===== config.mk =====
export PLATFORM = sky130hd
export DESIGN_NAME = apb_master_arbiter
export DESIGN_NICKNAME = d
export VERILOG_FILES = /design/src/rtl/apb_master_arbiter.sv
export SDC_FILE = /design/constraint.sdc
export NUM_CORES = 1
export LEC_CHECK = 0
export CORE_UTILIZATION = 42
export CTS_BUF_LIST = sky130_fd_sc_hd__clkbuf_8
export CTS_CLUSTER_DIAMETER = 50
export DETAILED_ROUTE_END_ITERATION = 16
export PLACE_DENSITY_LB_ADDON = 0.2
export SYNTH_ARGS = -nofsm -noshare
export SYNTH_HDL_FRONTEND = slang
export SYNTH_SLANG_ARGS = --single-unit

===== constraint.sdc =====
create_clock -name pclk -period 1.88 [get_ports pclk]
set_clock_uncertainty 0.05 [all_clocks]
set_input_delay 0.376 -clock pclk [delete_from_list [all_inputs] [get_ports pclk]]
set_output_delay 0.376 -clock pclk [all_outputs]
set_load 0.03 [all_outputs]

===== src/rtl/apb_master_arbiter.sv =====
// Two-requester APB master: round-robin arbitration in IDLE, then a standard
// SETUP/ACCESS transfer with a bounded wait for pready. Completion is reported
// as a one-cycle one-hot done pulse, qualified by err for timeouts and
// illegal slave selects.
module apb_master_arbiter #(
    parameter int TIMEOUT = 15
) (
    input  logic        pclk,
    input  logic        Reset,
    input  logic        req0_valid,
    input  logic        req1_valid,
    input  logic        req0_write,
    input  logic        req1_write,
    input  logic [1:0]  req0_sel,
    input  logic [1:0]  req1_sel,
    input  logic [4:0]  req0_addr,
    input  logic [4:0]  req1_addr,
    input  logic [31:0] req0_wdata,
    input  logic [31:0] req1_wdata,
    output logic [1:0]  done,
    output logic [31:0] rdata,
    output logic        err,
    output logic        busy,
    output logic [1:0]  psel,
    output logic        penable,
    output logic        pwrite,
    output logic [4:0]  paddr,
    output logic [31:0] pwdata,
    input  logic [31:0] prdata,
    input  logic        pready
);

    localparam int CW = $clog2(TIMEOUT + 1);
    // The edge on which the counter would reach TIMEOUT ends the transfer,
    // so a stuck slave sees exactly TIMEOUT ACCESS cycles.
    localparam logic [CW-1:0] LAST_WAIT = CW'(TIMEOUT - 1);

    typedef enum logic [1:0] {
        IDLE,
        SETUP,
        ACCESS
    } state_t;

    state_t         state;
    state_t         state_next;

    logic           prio1;      // 1: requester 1 wins the next tie
    logic           grant_q;    // requester owning the current transfer
    logic           wr_q;
    logic [1:0]     sel_q;
    logic [4:0]     addr_q;
    logic [31:0]    wdata_q;
    logic [CW-1:0]  wait_cnt;

    logic           pick;
    logic           pick_write;
    logic [1:0]     pick_sel;
    logic [4:0]     pick_addr;
    logic [31:0]    pick_wdata;
    logic           start;
    logic           reject;
    logic           finish_ok;
    logic           finish_to;

    // Arbitration choice, next-state and transfer event decode.
    always_comb begin
        state_next = state;
        start      = 1'b0;
        reject     = 1'b0;
        finish_ok  = 1'b0;
        finish_to  = 1'b0;
        pick       = (req0_valid && req1_valid) ? prio1 : req1_valid;
        pick_write = pick ? req1_write : req0_write;
        pick_sel   = pick ? req1_sel   : req0_sel;
        pick_addr  = pick ? req1_addr  : req0_addr;
        pick_wdata = pick ? req1_wdata : req0_wdata;
        case (state)
            IDLE: begin
                // Valid is ignored while the previous done pulse is showing.
                if ((req0_valid || req1_valid) && (done == 2'b00)) begin
                    if ((pick_sel == 2'b01) || (pick_sel == 2'b10)) begin
                        start      = 1'b1;
                        state_next = SETUP;
                    end else begin
                        reject = 1'b1;
                    end
                end
            end
            SETUP: begin
                state_next = ACCESS;
            end
            ACCESS: begin
                if (pready) begin
                    finish_ok  = 1'b1;
                    state_next = IDLE;
                end else if (wait_cnt == LAST_WAIT) begin
                    finish_to  = 1'b1;
                    state_next = IDLE;
                end
            end
            default: begin
                state_next = IDLE;
            end
        endcase
    end

    // FSM state register.
    always_ff @(posedge pclk) begin
        if (!Reset) begin
            state <= IDLE;
        end else begin
            state <= state_next;
        end
    end

    // Round-robin pointer, grant owner and latched request fields.
    always_ff @(posedge pclk) begin
        if (!Reset) begin
            prio1   <= 1'b0;
            grant_q <= 1'b0;
            wr_q    <= 1'b0;
            sel_q   <= '0;
            addr_q  <= '0;
            wdata_q <= '0;
        end else begin
            if (start || reject) begin
                grant_q <= pick;
                prio1   <= ~pick;
            end
            if (start) begin
                wr_q    <= pick_write;
                sel_q   <= pick_sel;
                addr_q  <= pick_addr;
                wdata_q <= pick_wdata;
            end
        end
    end

    // Wait counter: cleared while in SETUP, counts ACCESS cycles with pready low.
    always_ff @(posedge pclk) begin
        if (!Reset) begin
            wait_cnt <= '0;
        end else if (state == SETUP) begin
            wait_cnt <= '0;
        end else if ((state == ACCESS) && !pready) begin
            wait_cnt <= wait_cnt + 1'b1;
        end
    end

    // Completion pulse, error qualifier and read data capture.
    always_ff @(posedge pclk) begin
        if (!Reset) begin
            done  <= '0;
            err   <= 1'b0;
            rdata <= '0;
        end else begin
            done <= '0;
            err  <= 1'b0;
            if (reject) begin
                done <= {pick, ~pick};
                err  <= 1'b1;
            end else if (finish_ok) begin
                done <= {grant_q, ~grant_q};
                if (!wr_q) begin
                    rdata <= prdata;
                end
            end else if (finish_to) begin
                done <= {grant_q, ~grant_q};
                err  <= 1'b1;
            end
        end
    end

    assign busy    = (state != IDLE);
    assign psel    = (state != IDLE) ? sel_q : '0;
    assign penable = (state == ACCESS);
    assign pwrite  = wr_q;
    assign paddr   = addr_q;
    assign pwdata  = wdata_q;

endmodule


==> flow_metrics.tcl, run 1 <==
set metrics [dict create \
    numCtsBuffers 9 \
    p_sw_mw 1.451 \
    io-pin-count 194 \
    finalPower_mw 4.914 \
    p_comb_share_pct 31.5 \
    drtAntennaViolNets 0 \
    gp_congestion 0.7422 \
    path_cells "clkdlybuf4s50_1" \
    met1_usage_pct 22.98 \
    place_hpwl_um 8089 \
    cpMaxStageDelayCell "clkdlybuf4s50_1" \
    setup_viol 0 \
    swShare_pct 29.53 \
    instances_no_fill 804 \
    globalRouteTotalUtil_pct 20.72 \
    cts_num_sinks 83 \
    p_seq_share_pct 40.6 \
    crit_buf_inv 1 \
    final_layout_size_suffix_gt1_share_pct 6.667 \
    fmax_mhz 554.0 \
    cap_violations 0 \
    dpl-instance-area_mm2 0.006236 \
    clk_latency_ns 0.34 \
    met2_usage_pct 37.04 \
    synth_area_leaders "dfxtp_1 (41%), a21boi_0 (12%), nand2_1 (11%)" \
    fin_crit_ns 1.805 \
    crit_family "buffers and inverters" \
    synth_edf_count 0 \
    yosysTopAreaCell "dfxtp_1" \
    n_antenna_cell 0 \
    min_path_type "primary input to flip-flop" \
    root_buffer "clkbuf_8" \
    final_area_mm2 0.006447 \
    worst-slew-pin-transition_ns 0.3756 \
    yosysWarnings 0 \
    slowest_delay_ns 0.68 \
    synth.net_count 610 \
    p_int_mw 3.463 \
    crit_required_ns 1.45 \
    vias 4023 \
    grt_max_degree 75 \
    die_area_mm2 0.01014 \
    p_clk_share_pct 27.9 \
    outcome "finished, final reports clean" \
    layout_commonest_cell "clkdlybuf4s50_1" \
    layout.nets 790 \
    hold_viol 0 \
    path_class "flip-flop to output pin" \
    wl_per_cell_um 13.30 \
    postCtsHoldBufs 0 \
    firstDrtPassIters 4 \
    cp-end-kind "output pin" \
    synthFlopType "dfxtp_1" \
    top_usage_layer "met2" \
    syn_area_mm2 0.004093 \
    ys_seq_area_share_pct 40.60 \
    row_count 35 \
    synth_top_area_share_pct 40.60 \
    grt_pass1_vias 3699 \
    grt_pass1_wl_um 16840 \
    rsz0062_at_grt "no" \
    tritoncts "built" \
    path_clk_slew_ns 0.09 \
    gr-total-overflow 0 \
    ys_ff_latch 83 \
    htree_levels 3 \
    die_h_um 100.7 \
    syn_area_per_cell_um2 8.335 \
    clockBufferDepth 2 \
    drv_slew 0 \
    syn_inst 491 \
    start_kind "flip-flop" \
    worst-path-max-fanout 2 \
    slew_headroom_pct 75.06 \
    drt_wl_total_um 10700 \
    worst_ep_arrival_time_ns 1.38 \
    ys_async_sr_fraction_pct 0 \
    fin_crit_sh_pct 96.02 \
    dpl.cell_count 789 \
    peakVddDrop_uv 492.1 \
    p_per_area_mw_per_mm2 762.1 \
    yosys.cell_types.count 41 \
    via_per_inst 5.004 \
    drtIter0Drc 151 \
    drc 0 \
    num-fill-cells 790 \
    post_cts_buffers 0 \
    port-buffer-count 193 \
    start_util_pct 43.88 \
    p_leak_nw 2.602 \
    chipWidth_um 100.7 \
    antenna_found_initial 0 \
    grt_use_met3_pct 6.657 \
    final_cell_mix "clkdlybuf4s50_1 (184), nand2_1 (115), dfxtp_1 (83)" \
    areaGrowthSynthToFinish_pct 57.54 \
    core_area_mm2 0.009328 \
]
## per-layer routing
layer | vias to the layer above | routed length (um)
li1 | 2044 | -
met5 | - | 0
met4 | 0 | 174
met3 | 16 | 911
met1 | 1817 | 4431
met2 | 146 | 5179
## Yosys cell counts, drive strengths merged, types with 4 or more instances
master,count
nand2,115
dfxtp,83
a21boi,74
o21ai,43
mux2i,39
and3,38
clkbuf,36
buf,9
and2,5
inv,5
nand3,4
## worst reg2reg max path, cell delays in order (launching register included)
cell	delay, ns
dfxtp_1	0.33
buf_4	0.15
nor2b_2	0.28
and3b_1	0.25
buf_12	0.19
nand2_1	0.09
a21boi_0	0.15
## kinds of logic after synthesis
group	share of synthesized area, %
compound gates	22.13
xor+xnor	0.4281
fa+ha+maj	0.6113
buf+inv	5.594
flops	40.60
mux	9.538
simple gates	21.09
## power by group through the flow
stage	clock [mW]	combinational (mW)	sequential, mW
finish	1.37	1.55	1.99
global route	1.47	1.66	2.01
CTS	1.42	1.56	1.99
detailed placement	0	1.56	2.03
global placement	0	1.54	2.03
floorplan	0	0.613	2.28
## metrics by stage
step	util, %	worst slack (ns)	hold WS [ns]	setup TNS, ns
2_1_floorplan	-	0.1664	0.3836	0
3_3_place_gp	66.85	-0.06717	0.3896	-1.942
3_5_place_dp	66.85	-0.1301	0.3940	-3.797
4_1_cts	69.12	0.05551	0.3352	0
5_1_grt	69.12	0.02493	0.3519	0
6_report	69.12	0.07479	0.3439	0
## path summary, 6_finish.rpt
path,start,to,slack (ns),cells past startpoint
max,pwdata[11],pwdata[11],0.07,1
max reg2reg,state[1],rdata[10],0.32,6
min,Reset,pwdata[28],0.34,3
min reg2reg,rdata[28],rdata[28],0.40,2
## sequential cells by signal, indices dropped and copies added (netlist names)
register,cells
done,2
err,1
grant_q,1
paddr,5
prio1,1
pwdata,32
pwrite,1
rdata,32
sel_q,2
state,2
wait_cnt,4
## cell type report
class                      instances  area, um^2  share of cell area [%]
clock buffer                      10       137.6                   2.135
tap                              129       161.4                   2.503
inverter                           5       18.77                  0.2911
timing repair buffer             214        2182                   33.84
sequential                        83        1662                   25.77
clock inverter                     5       78.83                   1.223
multi-input combinational        358        2207                   34.23
## what timing repair did
| action | CTS | global route |
|---|---|---|
| endpoints found under the setup margin | 4 | 0 |
| gates resized for setup | 4 | 0 |
| endpoints found under the hold margin | 0 | 0 |
Note: power is estimated with default switching activity, not from simulation.
==> inputs of run 2 (changes only) <==
Settings changed: TNS_END_PERCENT from default to 100.
==> results of run 2 <==
Same layout as run 1: the final DEF is identical, and so are final timing and power.
==> inputs of run 3 (changes only) <==
Settings changed: ABC_CLOCK_PERIOD_IN_PS from default to 1880.
==> results of run 3 <==
Same layout as run 1: the final DEF is identical, and so are final timing and power.
